--- src/rtl/neuron.sv ---
// Single integrate-and-fire neuron: masked weighted sum of the active input lanes,
// compared against a fixed threshold, with the fire decision held in one flop.
module neuron #(
  parameter int NUM_SPIKES = 8,
  parameter int WBITS      = 3,
  parameter int THRESHOLD  = 8,
  localparam int SUMW      = WBITS + $clog2(NUM_SPIKES + 1)
) (
  input  logic                        clk,
  input  logic                        rst_n,
  input  logic [NUM_SPIKES-1:0]       spikes_in,
  input  logic [NUM_SPIKES*WBITS-1:0] weights,
  output logic [SUMW-1:0]             sum,
  output logic                        spikes_out
);

  localparam logic [SUMW-1:0] THRESH_W = SUMW'(THRESHOLD);

  logic [WBITS-1:0] masked [NUM_SPIKES];
  logic             fire;

  // Lanes without a spike contribute zero; the weight is gated, not the sum.
  genvar gi;
  generate
    for (gi = 0; gi < NUM_SPIKES; gi++) begin : g_lane
      assign masked[gi] = spikes_in[gi] ? weights[gi*WBITS +: WBITS] : '0;
    end
  endgenerate

  always_comb begin
    sum = '0;
    for (int i = 0; i < NUM_SPIKES; i++) begin
      sum = sum + SUMW'(masked[i]);
    end
  end

  assign fire = (sum >= THRESH_W);

  always_ff @(posedge clk or negedge rst_n) begin
    if (!rst_n) begin
      spikes_out <= 1'b0;
    end else begin
      spikes_out <= fire;
    end
  end

endmodule

--- config.mk ---
export PLATFORM = sky130hd
export DESIGN_NAME = neuron
export DESIGN_NICKNAME = d
export VERILOG_FILES = /design/src/rtl/neuron.sv
export SDC_FILE = /design/constraint.sdc
export NUM_CORES = 1
export LEC_CHECK = 0
export ABC_CLOCK_PERIOD_IN_PS = 11530
export BUFFER_PORTS_ARGS = -buffer_cell sky130_fd_sc_hd__buf_2
export CORE_MARGIN = 1
export CORE_UTILIZATION = 48
export CTS_BUF_LIST = sky130_fd_sc_hd__clkbuf_8
export DETAILED_ROUTE_END_ITERATION = 7
export GPL_TIMING_DRIVEN = 0
export HOLD_SLACK_MARGIN = 0.03
export PLACE_DENSITY = 0.95
export SKIP_CTS_REPAIR_TIMING = 1
export SYNTH_ARGS = -nofsm -noshare
export SYNTH_HDL_FRONTEND = slang
export SYNTH_SLANG_ARGS = --single-unit
--- constraint.sdc ---
create_clock -name clk -period 11.53 [get_ports clk]
set_clock_uncertainty 0.15 [all_clocks]
set_input_delay 1.153 -clock clk [delete_from_list [all_inputs] [get_ports clk]]
set_output_delay 1.153 -clock clk [all_outputs]
set_load 0.01 [all_outputs]
==> Yosys cells after proc, flatten, opt, wreduce, memory -nomap -nowiden <==
Index checks and enable logic that the tools add are counted.
{ "totals": {"ff_bits": 1, "in_bits": 34, "word_cells": 17} }
{ "classes": {"n_addsub": 7, "order_cmp": 1, "n_mux": 8} }
{ "op_table": {"columns": ["cell", "count"], "rows": [
  ["$mux 3", 8],
  ["$add 7x3->7", 3],
  ["$add 6x3->7", 1],
  ["$ge 7x4->1 const B", 1],
  ["$add 5x3->6", 1],
  ["$add 4x3->5", 1],
  ["$add 3x3->4", 1]
]} }

==> Longest topological paths before layout <==
Gate-level depths: netlist of the first run.
{ "logic_depth": {"word_depth": 9, "mapped_depth": 14, "mapped_depth_nobuf": 14} }

==> Least setup slack after synthesis of the first run <==
OpenSTA, ideal clock, no wires.
{ "synth_path": {"kind": "in2out", "start": "input port weights[14]", "end": "output port sum[4]", "arrival_time_ns": 4.214, "required_ns": 10.227, "path_slack_ns": 6.013, "stages": 11, "path_buffers": 0, "cell_sequence": "and2_1 > fa_1 > fa_1 > fa_1 > inv_1 > fa_1 > inv_1 > ha_1 > inv_1 > fa_1 > xnor2_1"} }
{ "synth_between": {"elab_chain_cells": 5} }
{ "synth_lines": {"columns": ["item", "line_no", "source"], "rows": [
  ["start: declaration", "12", "input logic [NUM_SPIKES*WBITS-1:0] weights,"],
  ["$mux 3", "26", "assign masked[gi] = spikes_in[gi] ? weights[gi*WBITS +: WBITS] : '0;"],
  ["$add 6x3->7", "33", "sum = sum + SUMW'(masked[i]);"],
  ["$add 7x3->7 (3 in a row)", "33", null],
  ["end: declaration", "13", "output logic [SUMW-1:0] sum,"]
]} }
No other way between the ends.

==> Worst setup path after layout of the first run <==
{ "layout_path": {"start": "input port spikes_in[7]", "end": "output port sum[3]"} }
{ "layout_between": {"elab_chain_cells": 2} }
{ "layout_lines": {"columns": ["item", "line_no", "source"], "rows": [
  ["start: declaration", "11", "input logic [NUM_SPIKES-1:0] spikes_in,"],
  ["$mux 3", "26", null],
  ["$add 7x3->7", "33", null]
]} }
No other way between the ends.

==> results of run 1 <==
layout make-up:
cell class	instances	area (sq um)
inverter	24	90.1
sequential	1	25.0
timing repair buffer	40	200
tap	15	18.8
buffer	1	7.51
multi-input combinational	53	578
fill	116	414
power by group through the flow:
stage               Combinational [mW]  Sequential [mW]  Clock (mW)
floorplan                       0.0698          0.00683           0
global placement                0.0985          0.00575           0
detailed placement               0.103          0.00574           0
CTS                              0.103          0.00574           0
global route                     0.121          0.00602           0
finish                           0.101          0.00575           0
per-layer routing:
layer / global-route usage (%) / vias up
met2: 46.4 / 17
met1: 22.1 / 292
met3: 1.67 / 4
met4: 5.83 / 0
met5: 0 / -
li1: - / 300
layout by cell type (no fill, tap or decap):
master / netlist / routed
buf_2: 0 / 40
inv_1: 24 / 24
fa_1: 17 / 17
and2_1: 15 / 15
nand2_1: 10 / 10
ha_1: 6 / 6
xnor2_1: 1 / 1
nand3_1: 1 / 1
a21oi_1: 1 / 1
nand4b_1: 1 / 1
buf_4: 1 / 1
conb_1: 1 / 1
dfrtp_1: 1 / 1
Yosys cell counts, drive strengths merged:
library cell	n
dfrtp	1
a21oi	1
nand3	1
fa	17
xnor2	1
and2	15
conb	1
nand2	10
nand4b	1
buf	1
inv	24
ha	6
cell families (layout without fill, tap and decap cells):
group	Yosys count	count (layout)	synth area share (%)
adder cells (fa/ha/maj)	23	23	59.3
buffers and inverters	25	65	13.9
other	1	1	0.535
XOR/XNOR	1	1	1.25
AND/OR/NAND/NOR	27	27	20.7
flip-flops	1	1	3.57
AO/OA/AOI/OAI	1	1	0.714
how the worst max path moves through the flow:
stage                             from  endpoint  slack [ps]  depth (start not counted)
final                     spikes_in[7]    sum[3]        5740                         14
after global routing      spikes_in[7]    sum[4]        5560                         14
after CTS                 spikes_in[7]    sum[3]        5740                         14
after detailed placement  spikes_in[7]    sum[3]        5740                         14
after global placement    spikes_in[7]    sum[3]        5780                         14
after floorplan            weights[14]    sum[4]        6010                         11
per-stage QoR:
step	cells	power (mW)
after floorplan	79	0.0767
after global routing	134	0.127
final	134	0.107
after global placement	134	0.104
after detailed placement	134	0.109
after CTS	134	0.109
==> results.md, run 1 <==
- Core footprint: about 1300 sq um
- Detailed Route WL: 1.42 mm
- Row cnt: 13
- RSZ-0062 raised after global routing: no
- P&R area growth vs syn: 31.2%
- Critical path type: in -> out
- Worst Setup Start Kind: primary input
- Dpl cell area: between 900 and 1000 sq um
- Grt ovf: 0
- Port Buffers: 40
- Peak supply drop: between 0.07 and 0.08 mV
- Psw: around 0.054 mW
- CP cell instances: buf_2, nand2_1, fa_1, inv_1, fa_1, fa_1, inv_1, fa_1, inv_1, ha_1, inv_1, fa_1, inv_1, buf_2
- Delay-heaviest family, CP: adder cells
- Worst Setup Slack, final: about 5700 ps
- Yosys top cell by area: fa_1
- Gate power share: 94.6%
- Post-synth cell types: 12
- Syn Nets: 136
- Via count: between 600 and 700
- Pre-CTS WS: 5740 ps
- Average size of a mapped cell: around 8.9 sq um
- WL met2: about 830 um
- Worst Path Max Fanout: 3
- Final GP Congestion: around 0.77
- Diodes inserted: 0
- Initial antenna violation count: 0
- Fmax: between 150 and 200 MHz
- Clock share of power: 0%
- Synth Register Bits: 1
- Status: finished clean
- Area contributors post-synth: fa_1, and2_1, inv_1, ha_1, nand2_1
- Via-per-instance ratio: approximately 4.6
- Largest registers: spikes_out x1
- Total Routing Usage GR: 21.9%
- Layout Nets: roughly 180
- Min-Delay Path Class: in -> async
- Power density over the cells: about 120 nW/um^2
- Post-synthesis cell count: between 70 and 80
- Setup crit end kind: output port
- Fin Setup TNS: 0 ps
- First-pass GRT wire length: 2.37 mm
- Area share of the largest cell type after synthesis: around half
- Full die area: roughly 1600 sq um
- Fin. Hold Viols: 0
- Max reg flops: 1
- Reg power frac: 5.4%
- Top reg by flops: spikes_out
- Uppermost layer routed: met4
- WL/cell: approximately 11 um
- Critical Path RT: approximately 10000 ps
- DRT antenna net count: 0
- Worst Path Buf+Inv: 7
- Fin Hold WS: roughly 780 ps
- Yosys warnings: 0
- P_int: 0.0529 mW
- HPWL after detailed placement: ~1.4 mm
- Finished Core Util: about 69%
- Reg clk slew, reported paths: 0 ps
- Initial core utilization: a little over half
- Area of the mapped netlist: roughly 700 sq um
- Period utilisation layout: between 50% and 60%
- Met3 wire length: roughly 62 um
- Routed length on met1: between 500 and 600 um
- IO Pins: 42
- Sw Ratio: between 50% and 60%
- CP max stage cell: fa_1
- Vias in the first global route: around 640
- Tmin final: between 5000 and 6000 ps
- Crit path largest cell delay: 540 ps
- CP arrival: between 4000 and 5000 ps
- Setup Viol. Count Final: 0
- Die height: 40.2 um
- Seq/Total Area, Yosys: under 10%
- Iteration-0 DRC Markers: 3
- Fraction of layout cells with a size suffix above 1: 34.5%
- Pre-antenna DRT Iters: 3
- Remaining DRCs: 0
- Max-cap viol count: 0
- Fin. max-slew vios: 0
- Pleak: approximately 0.54 nW
- Largest net degree at the start of global routing: 4
- Final Cell Area: ~920 sq um
- Die Wd: around 40 um
Note: power is estimated with default switching activity, not from simulation.
==> inputs of run 2 (changes only) <==
Settings changed: ABC_AREA set to 1, ABC_CLOCK_PERIOD_IN_PS 11530 to 5300, CORE_ASPECT_RATIO set to 1.2, CORE_UTILIZATION 48 to 41, PLACE_DENSITY 0.95 to 0.89.
Clock period 11.53 ns to 5.3 ns, I/O delays scaled along.
==> run 2 against run 1 <==
Via count increased by 13%. Flip-flop and latch count unchanged. Critical endpoint unchanged. Design area is 5.6% higher. Largest power group unchanged. First-iteration DRC count grew 100%. Cell count increased by 20%. Worst hold slack lost 620 ps. Setup slack worse by 5000 ps. Sequential power grew 120%. Global-route usage down 3.2 points. Total power up 130%.
==> results.md, run 2 <==
- Status: finished clean (unchanged)
- Largest net degree at the start of global routing: 5 (was 4)
- Critical Path RT: 4620 ps (was 10230 ps)
- Critical path type: in -> out (unchanged)
- Top reg by flops: spikes_out (unchanged)
- Vias in the first global route: 746 (was 642)
- Iteration-0 DRC Markers: 6 (was 3)
- Average size of a mapped cell: 7.26 sq um (was 8.87 sq um)
- Seq/Total Area, Yosys: 3.34% (was 3.57%)
- Placed cell count: 161 (was 134)
- GRT busiest layer: met2 (unchanged)
- Setup crit end kind: output port (unchanged)
- Initial antenna violation count: 0 (unchanged)
- Total Power: 0.250 mW (was 0.107 mW)
- Area contributors post-synth: fa_1, inv_1, nand2_1, ha_1, dfrtp_1 (was fa_1, and2_1, inv_1, ha_1, nand2_1)
- Detailed Route WL: 1.55 mm (was 1.42 mm)
- Period utilisation layout: 86.8%
- Post-synth EDFFs: 0 (unchanged)
- Largest registers: spikes_out x1 (unchanged)
- Row cnt: 16 (was 13)
- Max reg flops: 1 (unchanged)
- Layout Nets: 202 (was 178)
- Fin Setup TNS: 0 ps (unchanged)
- Commonest non-fill, non-tap cell in the layout: inv_1 (was buf_2)
- Fin. Hold Viols: 0 (unchanged)
- IO Pins: 42 (unchanged)
- Final GP Congestion: 0.847 (was 0.770)
- P&R area growth vs syn: 29.8% (was 31.2%)
- Remaining DRCs: 0 (unchanged)
- Synth Register Bits: 1 (unchanged)
- Top-count cell post-synth: inv_1 (unchanged)
- Worst Path Max Fanout: 3 (unchanged)
- Full die area: 2000 sq um (was 1620 sq um)
- Most frequent cells in the layout: inv_1, buf_2, nand2_1 (was buf_2, inv_1, fa_1)
- RSZ-0062 raised after global routing: no (unchanged)
- Setup Viol. Count Final: 0 (unchanged)
- Via-per-instance ratio: 4.31 (was 4.57)
- First-pass GRT wire length: 2.73 mm (was 2.37 mm)
- Met3 usage: 0% (was 1.67%)
- Core footprint: 1660 sq um (was 1330 sq um)
- Max-cap viol count: 0 (unchanged)
- Power density over the cells: 258 nW/um^2 (was 116 nW/um^2)
- CP arrival: 3920 ps (was 4490 ps)
- Most frequent cells after synthesis: inv_1, nand2_1, fa_1 (was inv_1, fa_1, and2_1)
- Die Wd: 41.0 um (was 40.2 um)
- Grt ovf: 0 (unchanged)
- Post-synth cell types: 11 (was 12)
- Fraction of layout cells with a size suffix above 1: 31.5% (was 34.5%)
- Post-synthesis cell count: 103 (was 79)
- CP max stage cell: fa_1 (unchanged)
- Diodes inserted: 0 (unchanged)
- Ys flop type: dfrtp_1 (unchanged)
- Fin. max-slew vios: 0 (unchanged)
- Area share of the largest cell type after synthesis: 45.5% (was 48.6%)
- Yosys top cell by area: fa_1 (unchanged)
- Initial core utilization: 45.0% (was 52.5%)
- Die height: 48.8 um (was 40.2 um)
- Total Routing Usage GR: 18.7% (was 21.9%)
- CP cell instances: buf_2, nand2_1, fa_1, inv_1, fa_1, fa_1, inv_1, fa_1, inv_1, ha_1, inv_1, fa_1, inv_1, buf_2 (unchanged)
- Peak supply drop: 0.207 mV (was 0.0746 mV)
- Crit path largest cell delay: 550 ps (was 540 ps)
- Min-Delay Path Class: in -> async (unchanged)
- Syn Nets: 160 (was 136)
- HPWL after detailed placement: 1.53 mm (was 1.38 mm)
- Via count: 694 (was 613)
- WL/cell: 9.61 um (was 10.6 um)
- Asr flop ratio synth: 100% (unchanged)
- Yosys warnings: 0 (unchanged)
- Delay-heaviest family, CP: adder cells (unchanged)
- Met2 Use GR: 40.1% (was 46.4%)
- DRT antenna net count: 0 (unchanged)
- Final std cells w/o fill: 161 (was 134)
- Fmax: about 220 MHz
- Worst Path Buf+Inv: 7 (unchanged)
- Grt met1 use: 17.5% (was 22.1%)
- Area of the mapped netlist: 748 sq um (was 701 sq um)
- Pre-antenna DRT Iters: 4 (was 3)
- Reg clk slew, reported paths: 0 ps (about the same)
- Tmin final: between 4000 and 5000 ps
- Pleak: 0.682 nW (was 0.539 nW)
- Port Buffers: 40 (unchanged)
- Worst Setup Start Kind: primary input (unchanged)
[run 2: power by group]
group          leakage (nW)  switching (mW)  internal [mW]  total, mW
clock                     0               0              0          0
sequential           0.0108        0.000542         0.0120     0.0126
combinational         0.671           0.134          0.104      0.238
total                 0.682           0.135          0.116      0.250
[run 2: final timing paths]
path / start / endpoint / slack, ps / cells after the start
worst max-delay path: spikes_in[7] / sum[3] / 700 / 14
worst min-delay path: rst_n / spikes_out / 150 / 1
max in group asynchronous: rst_n / spikes_out / 4760 / 1
min in group clk: spikes_out / spikes_out / 790 / 1
[run 2: per-layer routing]
metal | wire length [um] | vias to the layer above | share of wire, %
met4 | 0 | 0 | 0
met3 | 29 | 0 | 1.9
met1 | 512 | 336 | 33
li1 | - | 349 | -
met5 | 0 | - | 0
met2 | 1010 | 9 | 65
[run 2: kinds of logic after synthesis]
group	share of synthesized area (%)
adder cells (fa/ha/maj)	55.5
buffers and inverters	22.6
flip-flops	3.34
other	0.501
AND/OR/NAND/NOR	18.1
[run 2: per-stage QoR]
| stage | area (sq um) | utilization, % | hold WS [ps] | setup WS, ps |
|---|---|---|---|---|
| floorplan | 748 | - | 84.4 | 1050 |
| global placement | 971 | 58.4 | 154 | 753 |
| detailed placement | 971 | 58.4 | 156 | 686 |
| CTS | 971 | 58.4 | 156 | 679 |
| global route | 971 | 58.4 | 165 | 526 |
| finish | 971 | 58.4 | 155 | 702 |
[run 2: final cells by class]
type                            instances  area (sq um)
Buffer                                  1          7.51
Fill cell                             155           691
Inverter                               43           161
Multi-Input combinational cell         58           554
Sequential cell                         1          25.0
Tap cell                               18          22.5
Timing Repair Buffer                   40           200
==> inputs of run 3 (changes only) <==
Settings changed: ABC_CLOCK_PERIOD_IN_PS 5300 to 4700, CORE_UTILIZATION 41 to 45, PLACE_DENSITY 0.89 to 0.92.
Clock period 5.3 ns to 4.7 ns, I/O delays scaled along.
==> run 3 against run 2 <==
Core utilization grew 6.1 points. First-iteration DRC count grew 120%. Largest cell class unchanged. Design area shrank 0.13%. Via count grew 1.2%. Global-route usage grew 1.6 points. Die area shrank 8.5%. Routed wire length grew 0.52%. Total power grew 12%. Sequential share of layout area is essentially flat. Cell count shrank 0.62%. Setup slack lost 450 ps. Combinational power grew 12%.
==> results.md, run 3 (same netlist as run 2, synthesis figures left out) <==
- Detailed Route WL: 1.56 mm (was 1.55 mm)
- Delay-heaviest family, CP: adder cells (unchanged)
- Tmin final: ~4500 ps
- Via-per-instance ratio: 4.39 (was 4.31)
- Die Wd: 39.2 um (was 41.0 um)
- Peak supply drop: 0.252 mV (was 0.207 mV)
- Vias in the first global route: 650 (was 746)
- Top reg by flops: spikes_out (unchanged)
- Worst Path Max Fanout: 3 (unchanged)
- Row cnt: 15 (was 16)
- IO Pins: 42 (unchanged)
- Remaining DRCs: 0 (unchanged)
- Status: finished clean (unchanged)
- Port Buffers: 40 (unchanged)
- Commonest non-fill, non-tap cell in the layout: inv_1 (unchanged)
- Fraction of layout cells with a size suffix above 1: 31.5% (unchanged)
- Iteration-0 DRC Markers: 13 (was 6)
- Initial antenna violation count: 0 (unchanged)
- Final GP Congestion: 0.857 (was 0.847)
- Core footprint: 1500 sq um (was 1660 sq um)
- Largest registers: spikes_out x1 (unchanged)
- DRT antenna net count: 0 (unchanged)
- Max-cap viol count: 0 (unchanged)
- Die height: 46.7 um (was 48.8 um)
- P&R area growth vs syn: 29.6% (was 29.8%)
- Period utilisation layout: between 90% and 100%
- Fin. Hold Viols: 0 (unchanged)
- Total Routing Usage GR: 20.3% (was 18.7%)
- Max reg flops: 1 (unchanged)
- Setup Viol. Count Final: 0 (unchanged)
- Reg clk slew, reported paths: 0 ps (about the same)
- HPWL after detailed placement: 1.51 mm (was 1.53 mm)
- Power density over the cells: 289 nW/um^2 (was 258 nW/um^2)
- Placed cell count: 160 (was 161)
- Layout Nets: 202 (unchanged)
- CP cell instances: buf_2, nand2_1, fa_1, inv_1, fa_1, fa_1, inv_1, fa_1, inv_1, ha_1, inv_1, fa_1, inv_1, buf_2 (unchanged)
- Fin Setup TNS: 0 ps (unchanged)
- Pre-CTS WS: 228 ps (was 686 ps)
- Total Power: 0.280 mW (was 0.250 mW)
- Grt ovf: 0 (unchanged)
- Worst Path Buf+Inv: 7 (unchanged)
- Worst Setup Start Kind: primary input (unchanged)
- Via count: 702 (was 694)
- WL/cell: 9.73 um (was 9.61 um)
- Critical path type: in -> out (unchanged)
- Fillers: 145 (was 155)
- Largest net degree at the start of global routing: 5 (unchanged)
- Pleak: 0.682 nW (unchanged)
- Initial core utilization: 49.8% (was 45.0%)
- CP arrival: 3830 ps (was 3920 ps)
- CP max stage cell: fa_1 (unchanged)
- Min-Delay Path Class: in -> async (unchanged)
- Diodes inserted: 0 (unchanged)
- Pre-antenna DRT Iters: 3 (was 4)
- Full die area: 1830 sq um (was 2000 sq um)
- RSZ-0062 raised after global routing: no (unchanged)
- First-pass GRT wire length: 2.55 mm (was 2.73 mm)
- Most frequent cells in the layout: inv_1, buf_2, nand2_1 (unchanged)
- Critical Path RT: 4080 ps (was 4620 ps)
- Setup crit end kind: output port (unchanged)
- Crit path largest cell delay: 550 ps (about the same)
- Final std cells w/o fill: 160 (was 161)
- Fmax: 225 MHz
- Worst Setup Slack, final: 247 ps (was 702 ps)
- Fin. max-slew vios: 0 (unchanged)
[run 3: worst paths after layout]
| check | start | to | slack, ps | cells after the start |
|---|---|---|---|---|
| hold / removal | rst_n | spikes_out | 100 | 1 |
| max in group asynchronous | rst_n | spikes_out | 4220 | 1 |
| setup / recovery | spikes_in[7] | sum[3] | 250 | 14 |
| min in group clk | spikes_out | spikes_out | 740 | 1 |
[run 3: metal layers]
layer	vias up	part of all wire, %	global-route usage (%)
met1	336	35	22.0
li1	350	-	-
met3	4	1.7	0
met2	12	61	42.3
met5	-	0	0
met4	0	2.6	4.14
[run 3: per-stage QoR]
step	cell area [sq um]	hold slack, ps	utilization [%]
floorplan	748	24.4	-
global placement	970	95.8	64.6
detailed placement	970	96.7	64.6
CTS	970	96.9	64.6
global route	970	100	64.6
finish	970	96.2	64.6
[run 3: final cells by class]
| class | instances | area [sq um] | share of cell area, % |
|---|---|---|---|
| Multi-Input combinational cell | 58 | 554 | 57.2 |
| Sequential cell | 1 | 25.0 | 2.58 |
| Tap cell | 17 | 21.3 | 2.19 |
| Inverter | 43 | 161 | 16.6 |
| Timing Repair Buffer | 40 | 200 | 20.6 |
| Buffer | 1 | 7.51 | 0.774 |
[run 3: report_power, final]
part | switching, mW | internal, mW
Combinational | 0.151 | 0.115
Sequential | 0.000890 | 0.0136
Clock | 0 | 0
